`src/rtl/envelope_gen.sv`:
```
// envelope_gen: ADSR amplitude envelope that scales an unsigned oscillator sample about its midpoint.
// Latency: audio_o is registered, one cycle after waveform_i/level_o; level_o follows the env register directly.
// Backpressure: none, a new sample is consumed and produced every clock.
//
// Ports:
//   clk_i, rst_i                  clock and async active-high reset
//   gate_i                        note on/off, level-sensitive
//   waveform_i                    unsigned oscillator sample, MID is the zero crossing
//   attack_i/decay_i/release_i    per-clock envelope step sizes (0 = instant)
//   sustain_i                     sustain level, top bits of the envelope accumulator
//   audio_o                       scaled sample, registered
//   level_o                       top WAVE_DEPTH bits of the envelope accumulator
//   active_o                      high whenever the envelope is not idle
module envelope_gen #(
    parameter int WAVE_DEPTH = 8,
    parameter int ENV_DEPTH  = 16,
    parameter int RATE_DEPTH = 8
) (
    input  logic                  clk_i,
    input  logic                  rst_i,
    input  logic                  gate_i,
    input  logic [WAVE_DEPTH-1:0] waveform_i,
    input  logic [RATE_DEPTH-1:0] attack_i,
    input  logic [RATE_DEPTH-1:0] decay_i,
    input  logic [RATE_DEPTH-1:0] sustain_i,
    input  logic [RATE_DEPTH-1:0] release_i,
    output logic [WAVE_DEPTH-1:0] audio_o,
    output logic [WAVE_DEPTH-1:0] level_o,
    output logic                  active_o
);

    localparam int EW = ENV_DEPTH + 1;        // one extra bit so sums never wrap
    localparam int PW = 2 * WAVE_DEPTH + 2;   // signed product width

    localparam logic [ENV_DEPTH-1:0]  ENV_MAX = '1;
    localparam logic [WAVE_DEPTH-1:0] MID     = WAVE_DEPTH'(1 << (WAVE_DEPTH - 1));
    localparam logic signed [PW-1:0]  MID_P   = PW'(1 << (WAVE_DEPTH - 1));
    localparam logic signed [PW-1:0]  TOP_P   = PW'((1 << WAVE_DEPTH) - 1);

    typedef enum logic [2:0] {
        S_IDLE,
        S_ATTACK,
        S_DECAY,
        S_SUSTAIN,
        S_RELEASE
    } state_t;

    state_t                  state_q, state_d;
    logic [ENV_DEPTH-1:0]    env_q, env_d;
    logic [WAVE_DEPTH-1:0]   audio_q, audio_d;

    logic [ENV_DEPTH-1:0]    target;
    logic [EW-1:0]           att_sum;
    logic [EW-1:0]           dec_floor;

    logic signed [WAVE_DEPTH:0] diff;
    logic signed [PW-1:0]       prod;
    logic signed [PW-1:0]       scaled;

    // Sustain level sits in the top bits of the accumulator.
    assign target    = ENV_DEPTH'(sustain_i) << (ENV_DEPTH - RATE_DEPTH);
    assign att_sum   = {1'b0, env_q} + EW'(attack_i);
    assign dec_floor = {1'b0, target} + EW'(decay_i);

    // Envelope next-state. Gate changes out of ATTACK/DECAY/RELEASE take
    // priority over completion and leave env untouched on that edge.
    always_comb begin
        state_d = state_q;
        env_d   = env_q;
        case (state_q)
            S_IDLE: begin
                env_d = '0;
                if (gate_i) begin
                    state_d = S_ATTACK;
                end
            end
            S_ATTACK: begin
                if (!gate_i) begin
                    state_d = S_RELEASE;
                end else if (attack_i == '0 || att_sum >= {1'b0, ENV_MAX}) begin
                    env_d   = ENV_MAX;
                    state_d = S_DECAY;
                end else begin
                    env_d = att_sum[ENV_DEPTH-1:0];
                end
            end
            S_DECAY: begin
                if (!gate_i) begin
                    state_d = S_RELEASE;
                end else if (decay_i == '0 || {1'b0, env_q} <= dec_floor) begin
                    env_d   = target;
                    state_d = S_SUSTAIN;
                end else begin
                    env_d = env_q - ENV_DEPTH'(decay_i);
                end
            end
            S_SUSTAIN: begin
                // Re-loaded every clock so live Sustain edits are followed.
                env_d = target;
                if (!gate_i) begin
                    state_d = S_RELEASE;
                end
            end
            S_RELEASE: begin
                if (gate_i) begin
                    // Retrigger from the current level rather than from zero.
                    state_d = S_ATTACK;
                end else if (release_i == '0 || env_q <= ENV_DEPTH'(release_i)) begin
                    env_d   = '0;
                    state_d = S_IDLE;
                end else begin
                    env_d = env_q - ENV_DEPTH'(release_i);
                end
            end
            default: begin
                state_d = S_IDLE;
                env_d   = '0;
            end
        endcase
    end

    // Audio: (waveform - MID) * level, floored shift back down, re-centred
    // on MID and clamped to the sample range.
    always_comb begin
        diff    = signed'({1'b0, waveform_i} - {1'b0, MID});
        prod    = PW'(diff) * PW'(signed'({1'b0, level_o}));
        scaled  = (prod >>> WAVE_DEPTH) + MID_P;
        audio_d = scaled[WAVE_DEPTH-1:0];
        if (scaled < 0) begin
            audio_d = '0;
        end else if (scaled > TOP_P) begin
            audio_d = '1;
        end
    end

    always_ff @(posedge clk_i or posedge rst_i) begin
        if (rst_i) begin
            state_q <= S_IDLE;
            env_q   <= '0;
            audio_q <= MID;
        end else begin
            state_q <= state_d;
            env_q   <= env_d;
            audio_q <= audio_d;
        end
    end

    assign level_o  = env_q[ENV_DEPTH-1 -: WAVE_DEPTH];
    assign active_o = (state_q != S_IDLE);
    assign audio_o  = audio_q;

endmodule

```
`config.mk`:
```
export PLATFORM = sky130hd
export DESIGN_NAME = envelope_gen
export DESIGN_NICKNAME = d
export VERILOG_FILES = /design/src/rtl/envelope_gen.sv
export SDC_FILE = /design/constraint.sdc
export NUM_CORES = 1
export LEC_CHECK = 0
export BUFFER_PORTS_ARGS = -buffer_cell sky130_fd_sc_hd__clkbuf_2
export CORE_MARGIN = 8
export CORE_UTILIZATION = 59
export DETAILED_ROUTE_END_ITERATION = 16
export GPL_TIMING_DRIVEN = 0
export HOLD_SLACK_MARGIN = 0.08
export PLACE_DENSITY = 0.8
export SLEW_MARGIN = 20
export SYNTH_ARGS = -nofsm -noshare
export SYNTH_HDL_FRONTEND = slang
export SYNTH_SLANG_ARGS = --single-unit
export TNS_END_PERCENT = 10
```
`constraint.sdc`:
```
create_clock -name clk_i -period 6.5 [get_ports clk_i]
set_input_delay 0.975 -clock clk_i [delete_from_list [all_inputs] [get_ports clk_i]]
set_output_delay 0.975 -clock clk_i [all_outputs]
set_load 0.05 [all_outputs]
```
==> flow_summary.ini <==
[run_status]
status = completed

[worst_setup_path]
cp-start-kind = flop
critPathKind = reg2reg
crit_fanout = 10
cp_data_arrival_time_ns = 6.30
end_kind = flop
cp.required_ns = 6.71

[timing]
clock_skew_ns = 0.00589
tns_ns = 0
hold_viol_final = 0
rsz0062_at_grt = false
hold_ws_ns = 0.562
setup_viol = 0
tightest_slew_ns = 0.870
slew_headroom_pct = 42.0
period_minus_slack_ns = 6.09
slew_violations = 0
fmax_mhz = 164
post-route-period-util_pct = 93.7

[pwr]
power_switching_share_pct = 49.0
intPower_mw = 0.437
cellLeakagePower_nw = 3.26
seqPwrFrac_pct = 25.2
peakVddDrop_v = 0.000187
power.net_switching_mw = 0.419
cellPowerDensity_nw_per_um2 = 134
power.share.clock_pct = 13.4
pwr-share-comb_pct = 61.4

[synth]
synth_warnings = 0
ys_seq_elements = 27
synthArstFlopShare_pct = 100
synth_fp_nets = 874
ys_types = 64
yosys.area.top_type = fa_1
synthTopCellsByArea = fa_1 20%, ha_1 13%, dfrtp_1 11%
synthesis.area_um2 = 5840
synth-edff-count = 0
syn_avg_cell_area_um2 = 8.23
yosysSeqAreaShare_pct = 11.6
synth_top_area_share_pct = 19.9
ys.flop_type = dfrtp_1
synthCells = 710

[placement]
portBuffers = 58
post-dp-hpwl_mm = 12.7
post_dp_cell_area_um2 = 6300
gp_congestion = 0.972

[floorplan]
die_y_um = 115
num_rows = 36
io_pins = 60
die_x_um = 115
die_area_um2 = 13300
start_util_pct = 60.3
core_area_um2 = 9680

[global_route]
grt_pass1_wl_mm = 25.3
grt_max_degree = 28
antenna_found_initial = 0
track_usage_pct = 23.5
grt_pass1_vias = 5515
grt-ovfl-total = 0

[final_layout]
synthToLayoutAreaGrowth_pct = 8.95
postLayoutCellArea_um2 = 6360
n_antenna_cell = 0
drive_gt1_share_pct = 12.6
final_nets = 937
nFillCells = 826

[clock_network]
htreeDepth = 1
clk-insertion-delay-late_ns = 0.30
cts_made_buffers = 3
clkTransAtPathRegs_ns = 0.12
cts-root-buf = clkbuf_8
tritoncts = done
clkSinkCount = 27
clockBufferDepth = 2

[drt]
avgViaCountPerCell = 5.84
drcViolationCount = 0
detail-route-antenna-nets = 0
drt-total-wl_mm = 15.1
dr.pass1.iters = 6
detail_route.wl_per_cell_um = 16.6
route.vias.total = 5289
drt-initial-drc-count = 319

[hold_path]
hold_class = reg2reg

[run]
max_cap_violations = 0
sequential cells by signal, summed over array words and instances, names as in the netlist:
name     cells
env_q       16
audio_o      8
state_q      3
worst paths after layout:
| path | startpoint | to | slack, ns | cells past startpoint |
|---|---|---|---|---|
| min in group asynchronous | rst_i | audio_o[6] | 0.72 | 2 |
| max reg2reg | env_q[9] | audio_o[6] | 0.41 | 20 |
| min | env_q[0] | env_q[0] | 0.56 | 2 |
| max in group asynchronous | rst_i | env_q[6] | 5.36 | 2 |
| max | env_q[9] | audio_o[6] | 0.41 | 20 |
| min reg2reg | env_q[0] | env_q[0] | 0.56 | 2 |
critical path: stages (launching register included):
cell,delay (ns)
dfrtp_1,0.49
buf_1,0.43
clkbuf_1,0.44
nand2_1,0.14
fa_1,0.50
inv_1,0.05
fa_1,0.49
inv_1,0.05
fa_1,0.46
fa_1,0.55
inv_1,0.05
ha_1,0.22
nor3_1,0.19
o21ai_1,0.11
o21a_1,0.17
a41o_1,0.29
nor4_1,0.30
o21ai_1,0.29
nor3_1,0.41
a311oi_4,0.13
o21a_1,0.23
metrics by stage:
stage	setup slack [ns]	std cells	power (mW)	util [%]
4_1_cts	0.0463	905	0.846	65.5
2_1_floorplan	1.22	710	0.608	-
3_3_place_gp	0.188	901	0.715	65.0
6_report	0.408	905	0.856	65.7
3_5_place_dp	0.0703	901	0.732	65.0
5_1_grt	0.0161	905	0.913	65.7
cells in the final DEF (no fill, tap or decap), types with 3 or more instances in the layout:
cell / Yosys / final
inv_1: 114 / 113
ha_1: 63 / 63
clkbuf_2: 0 / 60
fa_1: 58 / 58
nand2_1: 42 / 42
a21oi_1: 37 / 37
and2_1: 35 / 35
nor2_1: 31 / 31
xnor2_1: 28 / 28
o21ai_0: 27 / 27
dfrtp_1: 26 / 26
clkbuf_1: 23 / 21
nand2b_1: 18 / 18
nor3_1: 16 / 16
xor2_1: 16 / 16
nor2b_1: 14 / 14
o21a_1: 13 / 13
a21o_1: 10 / 10
nand3_1: 10 / 10
nor4_1: 10 / 10
nand4_1: 9 / 9
o21bai_1: 9 / 9
buf_4: 8 / 8
or2_2: 6 / 6
o211ai_1: 6 / 6
o22ai_1: 6 / 6
or3_1: 5 / 5
o21ai_1: 6 / 5
a221oi_1: 5 / 5
and3_1: 3 / 3
a31oi_1: 3 / 3
a211oi_1: 3 / 3
a221o_1: 3 / 3
a211o_1: 3 / 3
nor3b_1: 3 / 3
nand3b_1: 3 / 3
clkbuf_8: 0 / 3
cells by family (layout without fill, tap and decap cells):
family / count (synthesis) / count (layout) / share of synthesized area, %
fa+ha+maj: 121 / 121 / 33.4
simple gates: 214 / 214 / 19.9
buf+inv: 148 / 210 / 10.3
flops: 27 / 27 / 11.6
mux: 2 / 2 / 0.343
xor+xnor: 44 / 44 / 6.60
compound gates: 154 / 154 / 18.0
cells in the mapped netlist (14+ instances only):
master and n:
a21oi_1 37, and2_1 35, clkbuf_1 23, dfrtp_1 26
fa_1 58, ha_1 63, inv_1 114, nand2_1 42
nand2b_1 18, nor2_1 31, nor2b_1 14, nor3_1 16
o21ai_0 27, xnor2_1 28, xor2_1 16
final cells by class:
type	count	area, µm²	share of cell area [%]
buffer	34	175	2.75
clock buffer	3	41.3	0.649
clock inverter	1	7.51	0.118
inverter	114	428	6.72
multi-input combinational	535	4580	71.9
sequential	27	677	10.6
tap	133	166	2.62
timing repair buffer	58	290	4.56
power by group through the flow:
stage          combinational (mW)  clock, mW  sequential (mW)
6_report                    0.525      0.115            0.216
5_1_grt                     0.578      0.118            0.218
4_1_cts                     0.518      0.113            0.215
2_1_floorplan               0.335          0            0.274
3_3_place_gp                0.498          0            0.217
3_5_place_dp                0.514          0            0.218
metal layers:
metal / GRT usage, % / wire length [µm] / up-vias / share of wire (%)
met3: 2.61 / 947 / 35 / 6.3
met4: 9.11 / 422 / 0 / 2.8
li1: - / - / 2512 / -
met2: 42.1 / 7570 / 184 / 50
met1: 28.2 / 6120 / 2558 / 41
met5: 0 / 0 / - / 0
what timing repair did:
item,in CTS,in global routing
buffers inserted,0,0
gates resized for setup,0,6
hold buffers,0,0
setup endpoints to repair,0,7
hold endpoints to repair,0,0
(Power assumes the default switching activity.)
